===== src/rtl/serial_adder_pkg.sv =====
// Shared definitions for the bit-serial adder/subtractor: state encoding and
// counter sizing.
package serial_adder_pkg;

    typedef enum logic {
        ST_IDLE = 1'b0,
        ST_ADD  = 1'b1
    } state_t;

    // Bit-counter width for a given operand width (never narrower than 1 bit).
    function automatic int cnt_w(input int width);
        return (width > 2) ? $clog2(width) : 1;
    endfunction

endpackage


===== src/rtl/serial_adder_n_full_adder_cell.sv =====
// Single-bit full adder assembled from two half-adder cells and an OR gate;
// purely combinational.
module half_adder_cell (
    input  logic a,
    input  logic b,
    output logic s,
    output logic c
);
    assign s = a ^ b;
    assign c = a & b;
endmodule

module full_adder_cell (
    input  logic a,
    input  logic b,
    input  logic ci,
    output logic s,
    output logic co
);
    logic s0;
    logic c0;
    logic c1;

    half_adder_cell u_ha0 (.a(a),  .b(b),  .s(s0), .c(c0));
    half_adder_cell u_ha1 (.a(s0), .b(ci), .s(s),  .c(c1));

    assign co = c0 | c1;
endmodule


===== src/rtl/serial_adder_n.sv =====
// Bit-serial adder/subtractor: one full-adder cell with a registered carry
// processes WIDTH bits LSB first, then reports sum/cout with a done pulse.
module serial_adder_n
    import serial_adder_pkg::*;
#(
    parameter int WIDTH = 8
) (
    input  logic             clk,
    input  logic             rst_n,
    input  logic             start,
    input  logic             sub,
    input  logic [WIDTH-1:0] a,
    input  logic [WIDTH-1:0] b,
    input  logic             cin,
    output logic             busy,
    output logic             done,
    output logic [WIDTH-1:0] sum,
    output logic             cout
);
    localparam int             CNT_W    = cnt_w(WIDTH);
    localparam logic [CNT_W-1:0] LAST_CNT = CNT_W'(WIDTH - 1);

    state_t           state;
    state_t           state_next;
    logic             load;
    logic             step;
    logic             finish;

    logic [WIDTH-1:0] a_sh;
    logic [WIDTH-1:0] b_sh;
    logic [WIDTH-1:0] res_sh;
    logic [WIDTH-1:0] res_next;
    logic [CNT_W-1:0] cnt;
    logic             carry;
    logic             s_bit;
    logic             c_next;

    full_adder_cell u_fa (
        .a  (a_sh[0]),
        .b  (b_sh[0]),
        .ci (carry),
        .s  (s_bit),
        .co (c_next)
    );

    assign res_next = {s_bit, res_sh[WIDTH-1:1]};
    assign busy     = (state == ST_ADD);

    // NOTE: every output of this block gets a default first so no path leaves
    // a signal unassigned, which would otherwise infer a latch.
    always_comb begin
        state_next = state;
        load       = 1'b0;
        step       = 1'b0;
        finish     = 1'b0;
        case (state)
            ST_IDLE: begin
                if (start) begin
                    load       = 1'b1;
                    state_next = ST_ADD;
                end
            end
            ST_ADD: begin
                step = 1'b1;
                if (cnt == LAST_CNT) begin
                    finish     = 1'b1;
                    state_next = ST_IDLE;
                end
            end
            default: state_next = ST_IDLE;
        endcase
    end

    // NOTE: state is written with non-blocking assignments so every register
    // samples values from before the edge, independent of block ordering.
    always_ff @(posedge clk or negedge rst_n) begin
        if (!rst_n) state <= ST_IDLE;
        else        state <= state_next;
    end

    // NOTE: the shift registers are small flops, not RAM, so clearing them on
    // reset is cheap and keeps a reset mid-operation fully deterministic.
    always_ff @(posedge clk or negedge rst_n) begin
        if (!rst_n) begin
            a_sh   <= '0;
            b_sh   <= '0;
            res_sh <= '0;
            cnt    <= '0;
            carry  <= 1'b0;
            sum    <= '0;
            cout   <= 1'b0;
            done   <= 1'b0;
        end else begin
            done <= finish;
            if (load) begin
                a_sh  <= a;
                b_sh  <= sub ? ~b : b;
                carry <= sub ? 1'b1 : cin;
                cnt   <= '0;
            end else if (step) begin
                a_sh   <= {1'b0, a_sh[WIDTH-1:1]};
                b_sh   <= {1'b0, b_sh[WIDTH-1:1]};
                res_sh <= res_next;
                carry  <= c_next;
                cnt    <= cnt + 1'b1;
            end
            // Outputs move only on completion, never during the serial pass.
            if (finish) begin
                sum  <= res_next;
                cout <= c_next;
            end
        end
    end

endmodule


===== config.mk =====
export PLATFORM = sky130hd
export DESIGN_NAME = serial_adder_n
export DESIGN_NICKNAME = d
export VERILOG_FILES = /design/src/rtl/serial_adder_pkg.sv /design/src/rtl/serial_adder_n_full_adder_cell.sv /design/src/rtl/serial_adder_n.sv
export SDC_FILE = /design/constraint.sdc
export NUM_CORES = 1
export LEC_CHECK = 0
export CAP_MARGIN = 20
export CORE_MARGIN = 8
export CORE_UTILIZATION = 46
export DETAILED_ROUTE_END_ITERATION = 6
export PLACE_DENSITY = 0.79
export SLEW_MARGIN = 20
export SYNTH_ARGS = -nofsm -noshare
export SYNTH_HDL_FRONTEND = slang
export SYNTH_SLANG_ARGS = --single-unit

===== constraint.sdc =====
create_clock -name clk -period 1.5 [get_ports clk]
set_clock_uncertainty 0.15 [all_clocks]
set_input_delay 0.3 -clock clk [delete_from_list [all_inputs] [get_ports clk]]
set_output_delay 0.3 -clock clk [all_outputs]
set_load 0.01 [all_outputs]

==> results.sh <==
export IMPL_run_status="completed"
export IMPL_worst_endpoint_required_ns=1.58
export IMPL_yosysTopAreaCellShare_pct=56.7
export IMPL_yosys_warnings=0
export IMPL_p_total_mw=3.89
export IMPL_slew_headroom_pct=71.9
export IMPL_vias=1112
export IMPL_portBuffers=31
export IMPL_netlist_area_sq_um=1680
export IMPL_worstPathMaxFanout=5
export IMPL_clk_pin_slew_ns=0.11
export IMPL_critPathKind="reg -> reg"
export IMPL_grt_pass1_wl_microns=5510
export IMPL_detail_route_wl_per_cell_microns=14.5
export IMPL_path_cells="ha_2 -> ha_4 -> nand2_4 -> mux2_2"
export IMPL_finalWeightedCongestion=0.741
export IMPL_ys_ff_latch=38
export IMPL_dieArea_sq_um=5840
export IMPL_synth_cells=129
export IMPL_cp_startpoint="cnt[1]"
export IMPL_p_leak_nw=1.03
export IMPL_fmax_ghz=0.684
export IMPL_cts_sinks=38
export IMPL_area_delta_synth_final_pct=33.8
export IMPL_drc=0
export IMPL_cts_htree_levels=2
export IMPL_regToRegSetupSlack_ns=0.04
export IMPL_layout_commonest_cell="dfrtp_1"
export IMPL_finalSetupViolCount=0
export IMPL_synth_edf_count=0
export IMPL_cts_root_buf="clkbuf_4"
export IMPL_arrival_ns=1.55
export IMPL_met2_usage_pct=18.3
export IMPL_antenna_found_initial=0
export IMPL_setup_slack_ns=0.0371
export IMPL_tightest_slew_ns=0.422
export IMPL_grt_pass1_vias=1154
export IMPL_die_w_microns=76.4
export IMPL_clk_latency_ns=0.33
export IMPL_finalNetCount=197
export IMPL_die_height_microns=76.4
export IMPL_rsz0062_at_grt="yes"
export IMPL_cp_end_kind="register"
export IMPL_grtUsageMet1_pct=13.3
export IMPL_hold_viol=0
export IMPL_pre_cts_slack_ns=-0.313
export IMPL_rr_worst_depth=4
export IMPL_synthFlopType="dfrtp_1"
export IMPL_start_util_pct=46.9
export IMPL_first_iter_violations=28
export IMPL_crit_path_top_delay_cell="dfrtp_1"
export IMPL_clk_path_buf_depth=2
export IMPL_met3_usage_pct=5.07
export IMPL_num_rows=22
export IMPL_firstDrtPassIters=2
export IMPL_worstHoldPathType="in -> async"
export IMPL_syn_avg_cell_area_sq_um=13.0
export IMPL_synthArstFlopShare_pct=100
export IMPL_grt_busiest_layer="met2"
export IMPL_reg2reg_to="sum[3]"
export IMPL_finalMaxSlewViolations=0
export IMPL_synth_top_area_cell="dfrtp_1"
export IMPL_maxCapViolations=0
export IMPL_netlist_top_cells_area="dfrtp_1 57%, mux2_2 11%, mux2i_1 4.8%"
export IMPL_critPathMaxStageDelay_ns=0.41
export IMPL_syn_num_nets=153
export IMPL_endpoint="sum[3]"
export IMPL_tritoncts="done"
export IMPL_track_usage_pct=11.3
export IMPL_drive_gt1_share_pct=25.9
export IMPL_p_per_area_nw_per_um2=1730
export IMPL_ant_nets=0
export IMPL_mostFrequentLayoutCells="38 x dfrtp_1, 18 x clkdlybuf4s50_1, 17 x mux2_2, 12 x nand2_1"
export IMPL_irDropWorstVdd_mv=0.955
export IMPL_ys_seq_area_share_pct=56.7
export IMPL_ys_types=28
export IMPL_worst_hold_slack_ns=0.266
export IMPL_finalCriticalPeriod_ns=1.46
export IMPL_wirelength_microns=3230
export IMPL_cts_inserted_buffers=5
export IMPL_io_pins=32
export IMPL_grt_overflow_total=0
export IMPL_num_antenna_cells=0
export IMPL_fin_crit_sh_pct=97.5
export IMPL_viasPerCell=5.01
export IMPL_grt_max_degree=46
export IMPL_hpwlAfterDp_microns=2250
export IMPL_core_area_sq_um=3580
export IMPL_setup_worst_path_start_class="register"
export IMPL_timing_rr_start="cnt[1]"
-- kinds of logic (layout without fill, tap and decap cells) --
| logic type | count (synthesis) | in the layout | share of synthesized area, % |
|---|---|---|---|
| xor gates and xnor gates | 8 | 8 | 4.18 |
| buffers and inverters | 9 | 53 | 4.03 |
| adders and majority gates | 3 | 3 | 2.68 |
| AOI/OAI and AO/OA | 19 | 19 | 7.90 |
| DFF | 38 | 38 | 56.7 |
| muxes | 25 | 25 | 16.2 |
| and+or+nand+nor | 27 | 28 | 8.35 |
-- timing repair --
action                                 4_1_cts  5_1_grt
resized for setup                           17       11
setup endpoints to repair                   20       15
gates cloned                                 1        2
hold buffers                                 1        0
endpoints found under the hold margin       16        0
setup buffers                                2        1
pin swaps                                    3        1
-- cell type report --
cell class | instances | area [sq um]
Fill cell | 299 | 1330
Clock inverter | 2 | 12.5
Clock buffer | 6 | 51.3
Timing Repair Buffer | 44 | 468
Sequential cell | 38 | 951
Multi-Input combinational cell | 83 | 698
Inverter | 1 | 3.75
Tap cell | 48 | 60.1
-- state kept, by name, summed over array words and instances (netlist names) --
| name | cells |
|---|---|
| a_sh | 8 |
| b_sh | 8 |
| sum | 8 |
| res_sh | 7 |
| cnt | 3 |
| busy | 1 |
| carry | 1 |
| cout | 1 |
| done | 1 |
-- worst min path at each step --
| stage | endpoint | from |
|---|---|---|
| 3_5_place_dp | sum[6] | rst_n |
| 2_1_floorplan | a_sh[0] | rst_n |
| 5_1_grt | sum[6] | rst_n |
| 4_1_cts | sum[6] | rst_n |
| 6_report | sum[6] | rst_n |
| 3_3_place_gp | sum[6] | rst_n |
-- cells in the mapped netlist, types with 2 or more instances --
library cell,count
a221o_1,3
a22o_1,2
and2_1,2
buf_2,3
buf_4,2
buf_6,3
dfrtp_1,38
ha_1,2
mux2_2,17
mux2i_1,8
nand2_1,12
nor2_1,4
o211ai_1,4
o21ai_0,7
or3b_1,2
or3b_2,2
xnor2_1,5
xor2_1,3
-- stage by stage --
step | TNS, ns | util (%) | instances | area [sq um]
floorplan | 0 | - | 129 | 1680
global placement | -4.21 | 57.6 | 207 | 2060
detailed placement | -5.61 | 57.6 | 207 | 2060
CTS | 0 | 60.6 | 219 | 2170
global route | -0.000560 | 62.7 | 222 | 2240
finish | 0 | 62.7 | 222 | 2240
-- critical path: cells and delay by family, from the launching register on --
kind	cells	cell delay (ns)
adder cells (fa/ha/maj)	2	0.37
flip-flops	1	0.41
multiplexers	1	0.34
AND/OR/NAND/NOR	1	0.09
-- per-layer routing --
metal | part of all wire (%) | vias to the layer above
met1 | 45 | 544
met2 | 48 | 26
met4 | 0.65 | 0
li1 | - | 538
met3 | 6.0 | 4
met5 | 0 | -
-- where the power goes --
part | switching [mW] | internal (mW) | leakage, nW | total [mW]
Sequential | 0.245 | 1.45 | 0.487 | 1.70
Clock | 0.327 | 0.225 | 0.0343 | 0.552
Combinational | 0.671 | 0.970 | 0.509 | 1.64
Total | 1.24 | 2.65 | 1.03 | 3.89
No activity file was read; power rests on OpenSTA's default activity.
